File: config.mk
export PLATFORM = sky130hd
export DESIGN_NAME = ps2_key_decoder
export DESIGN_NICKNAME = d
export VERILOG_FILES = /design/src/rtl/ps2_kbd_pkg.sv /design/src/rtl/ps2_scan2ascii.sv /design/src/rtl/ps2_key_decoder.sv
export SDC_FILE = /design/constraint.sdc
export NUM_CORES = 1
export LEC_CHECK = 0
export ABC_AREA = 1
export ABC_CLOCK_PERIOD_IN_PS = 3000
export CORE_UTILIZATION = 29
export CTS_BUF_LIST = sky130_fd_sc_hd__clkbuf_2 sky130_fd_sc_hd__clkbuf_4 sky130_fd_sc_hd__clkbuf_8
export CTS_CLUSTER_SIZE = 14
export DETAILED_ROUTE_END_ITERATION = 16
export GPL_TIMING_DRIVEN = 0
export PLACE_DENSITY = 0.46
export RECOVER_POWER = 50
export SETUP_SLACK_MARGIN = 0.1
export SLEW_MARGIN = 30
export SYNTH_ARGS = -nofsm -noshare
export SYNTH_HDL_FRONTEND = slang
export SYNTH_SLANG_ARGS = --single-unit
File: constraint.sdc
create_clock -name clk -period 3 [get_ports clk]
set_input_delay 0.3 -clock clk [delete_from_list [all_inputs] [get_ports clk]]
set_output_delay 0.3 -clock clk [all_outputs]
set_load 0.1 [all_outputs]
File: src/rtl/ps2_kbd_pkg.sv
// Shared constants for the PS/2 key decoder: event layout, set-2 scancodes, ASCII codes.
package ps2_kbd_pkg;

  localparam int SC_W    = 8;
  localparam int EVT_W   = 10;
  localparam int EXP_BIT = 9;
  localparam int BRK_BIT = 8;

  localparam logic [7:0] SC_LSHIFT = 8'h12;
  localparam logic [7:0] SC_RSHIFT = 8'h59;
  localparam logic [7:0] SC_CTRL   = 8'h14;
  localparam logic [7:0] SC_CAPS   = 8'h58;
  localparam logic [7:0] SC_ENTER  = 8'h5A;
  localparam logic [7:0] SC_BKSP   = 8'h66;
  localparam logic [7:0] SC_TAB    = 8'h0D;
  localparam logic [7:0] SC_ESC    = 8'h76;
  localparam logic [7:0] SC_SPACE  = 8'h29;
  localparam logic [7:0] SC_UP     = 8'h75;
  localparam logic [7:0] SC_DOWN   = 8'h72;
  localparam logic [7:0] SC_LEFT   = 8'h6B;
  localparam logic [7:0] SC_RIGHT  = 8'h74;

  localparam logic [7:0] ASC_SPACE = 8'h20;
  localparam logic [7:0] ASC_CR    = 8'h0D;
  localparam logic [7:0] ASC_BS    = 8'h08;
  localparam logic [7:0] ASC_TAB   = 8'h09;
  localparam logic [7:0] ASC_ESC   = 8'h1B;
  localparam logic [7:0] ASC_UP    = 8'h80;
  localparam logic [7:0] ASC_DOWN  = 8'h81;
  localparam logic [7:0] ASC_LEFT  = 8'h82;
  localparam logic [7:0] ASC_RIGHT = 8'h83;

  // Shifted digit row, indexed by the digit value 0..9.
  function automatic logic [7:0] shifted_digit(input logic [3:0] d);
    logic [7:0] c;
    case (d)
      4'd0:    c = 8'h29;
      4'd1:    c = 8'h21;
      4'd2:    c = 8'h40;
      4'd3:    c = 8'h23;
      4'd4:    c = 8'h24;
      4'd5:    c = 8'h25;
      4'd6:    c = 8'h5E;
      4'd7:    c = 8'h26;
      4'd8:    c = 8'h2A;
      default: c = 8'h28;
    endcase
    return c;
  endfunction

endpackage

File: src/rtl/ps2_scan2ascii.sv
// Combinational set-2 make-code to ASCII translation. Arrow keys on expanded codes
// are produced only when KEY_ARROW_EN is defined.
module ps2_scan2ascii
  import ps2_kbd_pkg::*;
(
  input  logic       expand,
  input  logic [7:0] scancode,
  input  logic       shift,
  input  logic       ctrl,
  input  logic       caps,
  output logic [7:0] char,
  output logic       hit
);

  logic [4:0] letter;   // 1..26 for a..z, 0 when not a letter
  logic       is_digit;
  logic [3:0] digit;

  always_comb begin
    letter = 5'd0;
    case (scancode)
      8'h1C: letter = 5'd1;
      8'h32: letter = 5'd2;
      8'h21: letter = 5'd3;
      8'h23: letter = 5'd4;
      8'h24: letter = 5'd5;
      8'h2B: letter = 5'd6;
      8'h34: letter = 5'd7;
      8'h33: letter = 5'd8;
      8'h43: letter = 5'd9;
      8'h3B: letter = 5'd10;
      8'h42: letter = 5'd11;
      8'h4B: letter = 5'd12;
      8'h3A: letter = 5'd13;
      8'h31: letter = 5'd14;
      8'h44: letter = 5'd15;
      8'h4D: letter = 5'd16;
      8'h15: letter = 5'd17;
      8'h2D: letter = 5'd18;
      8'h1B: letter = 5'd19;
      8'h2C: letter = 5'd20;
      8'h3C: letter = 5'd21;
      8'h2A: letter = 5'd22;
      8'h1D: letter = 5'd23;
      8'h22: letter = 5'd24;
      8'h35: letter = 5'd25;
      8'h1A: letter = 5'd26;
      default: letter = 5'd0;
    endcase
  end

  always_comb begin
    is_digit = 1'b1;
    digit    = 4'd0;
    case (scancode)
      8'h45: digit = 4'd0;
      8'h16: digit = 4'd1;
      8'h1E: digit = 4'd2;
      8'h26: digit = 4'd3;
      8'h25: digit = 4'd4;
      8'h2E: digit = 4'd5;
      8'h36: digit = 4'd6;
      8'h3D: digit = 4'd7;
      8'h3E: digit = 4'd8;
      8'h46: digit = 4'd9;
      default: is_digit = 1'b0;
    endcase
  end

  always_comb begin
    char = 8'h00;
    hit  = 1'b0;
    if (expand) begin
`ifdef KEY_ARROW_EN
      hit = 1'b1;
      case (scancode)
        SC_UP:    char = ASC_UP;
        SC_DOWN:  char = ASC_DOWN;
        SC_LEFT:  char = ASC_LEFT;
        SC_RIGHT: char = ASC_RIGHT;
        default:  hit  = 1'b0;
      endcase
`endif
    end else if (letter != 5'd0) begin
      hit = 1'b1;
      // Ctrl folds letters onto 0x01..0x1A and takes priority over case.
      if (ctrl)              char = {3'b000, letter};
      else if (shift ^ caps) char = 8'h40 + {3'b000, letter};
      else                   char = 8'h60 + {3'b000, letter};
    end else if (is_digit) begin
      hit  = 1'b1;
      char = shift ? shifted_digit(digit) : (8'h30 + {4'h0, digit});
    end else begin
      hit = 1'b1;
      case (scancode)
        SC_SPACE: char = ASC_SPACE;
        SC_ENTER: char = ASC_CR;
        SC_BKSP:  char = ASC_BS;
        SC_TAB:   char = ASC_TAB;
        SC_ESC:   char = ASC_ESC;
        default:  hit  = 1'b0;
      endcase
    end
  end

endmodule

File: src/rtl/ps2_key_decoder.sv
// Key-event decoder: modifier tracking, one-stage translation pipeline and show-ahead
// character FIFO. Arrow-key output is enabled by defining KEY_ARROW_EN.
module ps2_key_decoder
  import ps2_kbd_pkg::*;
#(
  parameter int DEPTH  = 8,
  parameter int ADDR_W = 3
) (
  input  logic              clk,
  input  logic              rst_n,
  input  logic [9:0]        key_data,
  input  logic              key_ready,
  output logic [7:0]        ascii_out,
  output logic              ascii_valid,
  input  logic              ascii_pop,
  output logic [ADDR_W:0]   fifo_count,
  output logic              overflow,
  input  logic              ovf_clr,
  output logic              mod_shift,
  output logic              mod_ctrl,
  output logic              mod_caps
);

  localparam logic [ADDR_W:0] FULL_CNT = (ADDR_W + 1)'(DEPTH);

  logic       expand, brk;
  logic [7:0] scancode;
  assign expand   = key_data[EXP_BIT];
  assign brk      = key_data[BRK_BIT];
  assign scancode = key_data[SC_W-1:0];

  logic lshift, rshift, lctrl, rctrl, caps, caps_held;
  assign mod_shift = lshift | rshift;
  assign mod_ctrl  = lctrl | rctrl;
  assign mod_caps  = caps;

  logic [7:0] xl_char;
  logic       xl_hit;

  ps2_scan2ascii u_xlate (
    .expand   (expand),
    .scancode (scancode),
    .shift    (mod_shift),
    .ctrl     (mod_ctrl),
    .caps     (mod_caps),
    .char     (xl_char),
    .hit      (xl_hit)
  );

  // Modifier flags; the translator above sees their pre-event values.
  always_ff @(posedge clk or negedge rst_n) begin
    if (!rst_n) begin
      lshift    <= 1'b0;
      rshift    <= 1'b0;
      lctrl     <= 1'b0;
      rctrl     <= 1'b0;
      caps      <= 1'b0;
      caps_held <= 1'b0;
    end else if (key_ready) begin
      if (!expand && scancode == SC_LSHIFT) lshift <= !brk;
      if (!expand && scancode == SC_RSHIFT) rshift <= !brk;
      if (scancode == SC_CTRL) begin
        if (expand) rctrl <= !brk;
        else        lctrl <= !brk;
      end
      if (!expand && scancode == SC_CAPS) begin
        if (!brk) begin
          if (!caps_held) caps <= ~caps;
          caps_held <= 1'b1;
        end else begin
          caps_held <= 1'b0;
        end
      end
    end
  end

  logic       stage_vld;
  logic [7:0] stage_char;

  always_ff @(posedge clk or negedge rst_n) begin
    if (!rst_n) begin
      stage_vld  <= 1'b0;
      stage_char <= 8'h00;
    end else begin
      stage_vld  <= key_ready && !brk && xl_hit;
      stage_char <= xl_char;
    end
  end

  logic [7:0]        mem [DEPTH];
  logic [ADDR_W-1:0] wr_ptr, rd_ptr;
  logic              full, pop_ok, push_ok, drop;

  assign full        = (fifo_count == FULL_CNT);
  assign ascii_valid = (fifo_count != '0);
  assign pop_ok      = ascii_pop && ascii_valid;
  // A pop in the same cycle frees the slot, so a full FIFO still accepts the push.
  assign push_ok     = stage_vld && (!full || pop_ok);
  assign drop        = stage_vld && full && !pop_ok;
  assign ascii_out   = ascii_valid ? mem[rd_ptr] : 8'h00;

  always_ff @(posedge clk) begin
    if (push_ok) mem[wr_ptr] <= stage_char;
  end

  always_ff @(posedge clk or negedge rst_n) begin
    if (!rst_n) begin
      wr_ptr     <= '0;
      rd_ptr     <= '0;
      fifo_count <= '0;
      overflow   <= 1'b0;
    end else begin
      if (push_ok) wr_ptr <= wr_ptr + 1'b1;
      if (pop_ok)  rd_ptr <= rd_ptr + 1'b1;
      case ({push_ok, pop_ok})
        2'b10:   fifo_count <= fifo_count + 1'b1;
        2'b01:   fifo_count <= fifo_count - 1'b1;
        default: fifo_count <= fifo_count;
      endcase
      if (drop)         overflow <= 1'b1;
      else if (ovf_clr) overflow <= 1'b0;
    end
  end

endmodule

==> impl_metrics.env <==
export IMPL_slew_limit_headroom_pct=6.03
export IMPL_slew_violations=0
export IMPL_endpoint_kind="output pin"
export IMPL_die_w_um=124
export IMPL_critPathTopFamily="buffers and inverters"
export IMPL_clock_sinks=81
export IMPL_stdcell_area_um2=5170
export IMPL_io_pins=32
export IMPL_hp_class="in2reg"
export IMPL_drive_gt1_share_pct=12.8
export IMPL_drv_cap=0
export IMPL_p_leak_nw=2.15
export IMPL_vdd_drop_max_mv=0.486
export IMPL_cpMostUsedCell="nor2_1"
export IMPL_fin_crit_ns=2.73
export IMPL_path_class="reg2out"
export IMPL_cts_buffer_depth=2
export IMPL_cp_required_ns=2.70
export IMPL_diodes=0
export IMPL_routed_via_density=4.78
export IMPL_finalSetupTns_ns=0
export IMPL_drc_errors=0
export IMPL_cp_max_fo=10
export IMPL_area_growth_pct=19.5
export IMPL_critPathLaunchType="register"
export IMPL_max_stage_delay_ns=0.45
export IMPL_cpMaxStageDelayCell="buf_2"
export IMPL_dp_cells=712
export IMPL_place_area_um2=4950
export IMPL_antenna_left=0
export IMPL_crit_start="rd_ptr[0]$_DFFE_PN0N_"
export IMPL_antenna_found_initial=0
export IMPL_seq_area_frac_synth_pct=53.3
export IMPL_yosysTopAreaCell="edfxtp_1"
export IMPL_dp_slack_ns=-0.392
export IMPL_core_area_um2=14500
export IMPL_port_buffers=29
export IMPL_cts_root_buf="clkbuf_8"
export IMPL_die_area_um2=15400
export IMPL_clock_latency_ns=0.36
export IMPL_critPathCapture="ascii_out[3]"
export IMPL_dr_pass1_iters=5
export IMPL_cts_tree="yes"
export IMPL_r2r_start="fifo_count[1]$_DFFE_PN0P_"
export IMPL_worstSetupPathDepth=7
export IMPL_worstPathCellList="clkbuf_1 > clkbuf_2 > nor2_1 > nor2_1 > o21ai_0 > a31oi_4 > buf_2"
export IMPL_synth_nets=524
export IMPL_grt_util_met3_pct=2.79
export IMPL_hpwl_um=8120
export IMPL_start_util_pct=29.8
export IMPL_wl_um=10800
export IMPL_final_setup_worst_slack_ns=0.272
export IMPL_rows=44
export IMPL_clk_pin_slew_ns=0.08
export IMPL_finalSetupViolations=0
export IMPL_grt_use_total_pct=15.5
export IMPL_netlist_area_um2=4330
export IMPL_crit_arrival_ns=2.43
export IMPL_hold_slack_ns=0.458
export IMPL_met2_usage_pct=25.6
export IMPL_synth_area_leaders="edfxtp_1, dfrtp_1, nand2_1"
export IMPL_ys_ff_latch=81
export IMPL_nFillCells=1541
export IMPL_grt_max_degree=26
export IMPL_die_height_um=124
export IMPL_met1_usage_pct=20.5
export IMPL_grt_overflow_total=0
export IMPL_htree_levels=3
export IMPL_first_iter_violations=229
export IMPL_reg2reg_depth=13
export IMPL_fin_skew_ns=0.00854
export IMPL_num_vias=3484
export IMPL_layoutNonFillerInstCount=729
export IMPL_r2r_slack_ns=0.40
export IMPL_worstReg2RegEnd="fifo_count[3]$_DFFE_PN0P_"
export IMPL_place_gp_congestion=0.855
export IMPL_synth_cells=499
export IMPL_grt_pass1_wl_um=18000
export IMPL_grt_setup_unrepaired="true"
export IMPL_cts_buffers=9
export IMPL_grt_pass1_vias=3473
export IMPL_p_per_area_nw_per_um2=903
export IMPL_netlist_area_leader_share_pct=38.8
export IMPL_ys_types=35
export IMPL_hold_viol_final=0
export IMPL_ys_warn_count=0
export IMPL_crit_buf_inv=3
export IMPL_max_slew_worst_pin_slew_ns=1.41
export IMPL_num_nets_final=565
export IMPL_top_usage_layer="met2"
export IMPL_outcome="complete, no violations"
export IMPL_post_route_period_util_pct=90.9
export IMPL_wire_per_inst_um=14.9
export IMPL_max_freq_mhz=367
export IMPL_synth_area_per_cell_um2=8.68
-- metal layers --
metal	part of all wire, %	routed length (µm)
met2	47	5130
met4	1.6	170
met1	47	5100
met3	4.1	439
met5	0	0
-- per-stage QoR --
step | utilization (%) | total power, mW
after floorplan | - | 3.30
after global placement | 34.1 | 3.87
after detailed placement | 34.1 | 3.88
after CTS | 35.8 | 4.77
after global routing | 35.6 | 4.95
final | 35.6 | 4.67
-- power breakdown --
| part | switching (mW) | internal, mW |
|---|---|---|
| Clock | 0.428 | 0.485 |
| Sequential | 0.0991 | 1.30 |
| Combinational | 1.80 | 0.561 |
-- Yosys cell counts, drive strengths merged --
master,instances
clkbuf,8
nor2,100
dfrtp,25
nand3,29
clkinv,3
xnor2,1
edfxtp,56
fa,1
a21oi,12
a31oi,9
nand4,4
xor2,6
conb,1
o21ai,57
buf,4
o211ai,3
o22ai,7
inv,45
ha,9
or2,1
o21a,2
nand2,109
nor3,5
a211oi,1
nor4,1
-- worst register-to-register path: cells and delay by family (launching register included) --
| kind | cells | cell delay [ns] |
|---|---|---|
| buffers and inverters | 1 | 0.07 |
| xor gates and xnor gates | 1 | 0.13 |
| DFF | 1 | 0.44 |
| adders and majority gates | 2 | 0.59 |
| and+or+nand+nor | 8 | 1.03 |
| AOI/OAI and AO/OA | 1 | 0.23 |
-- state kept, by name, summed over array words and instances (netlist names) --
signal / count
caps_held: 1
fifo_count: 4
lctrl: 1
lshift: 1
mem: 56
mod_caps: 1
overflow: 1
rctrl: 1
rd_ptr: 3
rshift: 1
stage_char: 7
stage_vld: 1
wr_ptr: 3
-- layout by cell type (no fill, tap or decap), drive strengths merged, types with 2 or more instances in the layout --
cell           count
nand2            109
clkbuf            21
xor2               6
o21a               2
nor3               5
edfxtp            56
dlygate4sd3        2
a31oi              9
a21oi             12
nor2             100
bufinv             2
inv               48
o21ai             57
buf                8
o22ai              7
clkdlybuf4s50     19
o211ai             3
clkinv             4
ha                 9
nand3             29
nand4              4
dfrtp             25
-- repair_timing --
action / CTS / global route
setup endpoints to repair: 8 / 8
pin swaps: 0 / 0
resized for setup: 28 / 17
buffers inserted: 0 / 0
hold buffers: 1 / 0
hold endpoints to repair: 25 / 0
-- kinds of logic (layout without fill, tap and decap cells) --
logic type | after synthesis | after routing | synth area share, %
AND/OR/NAND/NOR | 249 | 249 | 25.3
buffers and inverters | 60 | 106 | 5.43
flip-flops | 81 | 81 | 53.3
AO/OA/AOI/OAI | 91 | 91 | 11.4
adder cells (fa/ha/maj) | 10 | 10 | 3.06
XOR/XNOR | 7 | 7 | 1.42
other | 1 | 1 | 0.0866
-- how the worst min path moves through the flow --
stage | startpoint | endpoint | slack [ns] | cells after the start
after floorplan | rst_n | caps_held$_DFFE_PN0P_ | 0.004 | 0
after global placement | lshift$_DFFE_PN0P_ | lshift$_DFFE_PN0P_ | 0.46 | 2
after detailed placement | rst_n | fifo_count[3]$_DFFE_PN0P_ | 0.35 | 1
after CTS | key_data[2] | lctrl$_DFFE_PN0P_ | 0.44 | 5
after global routing | key_data[2] | rctrl$_DFFE_PN0P_ | 0.49 | 5
final | key_data[2] | lctrl$_DFFE_PN0P_ | 0.46 | 5
-- layout make-up --
type	instances	area [µm²]	area share, %
repair buffers	30	263	5.08
multi-input cells	358	1900	36.7
clock buffers	9	124	2.39
flip-flops and latches	81	2310	44.6
clock inverters	7	106	2.06
plain buffers	12	60.1	1.16
well taps	184	230	4.45
inverters	48	184	3.56
No activity file was read; power rests on OpenSTA's default activity.
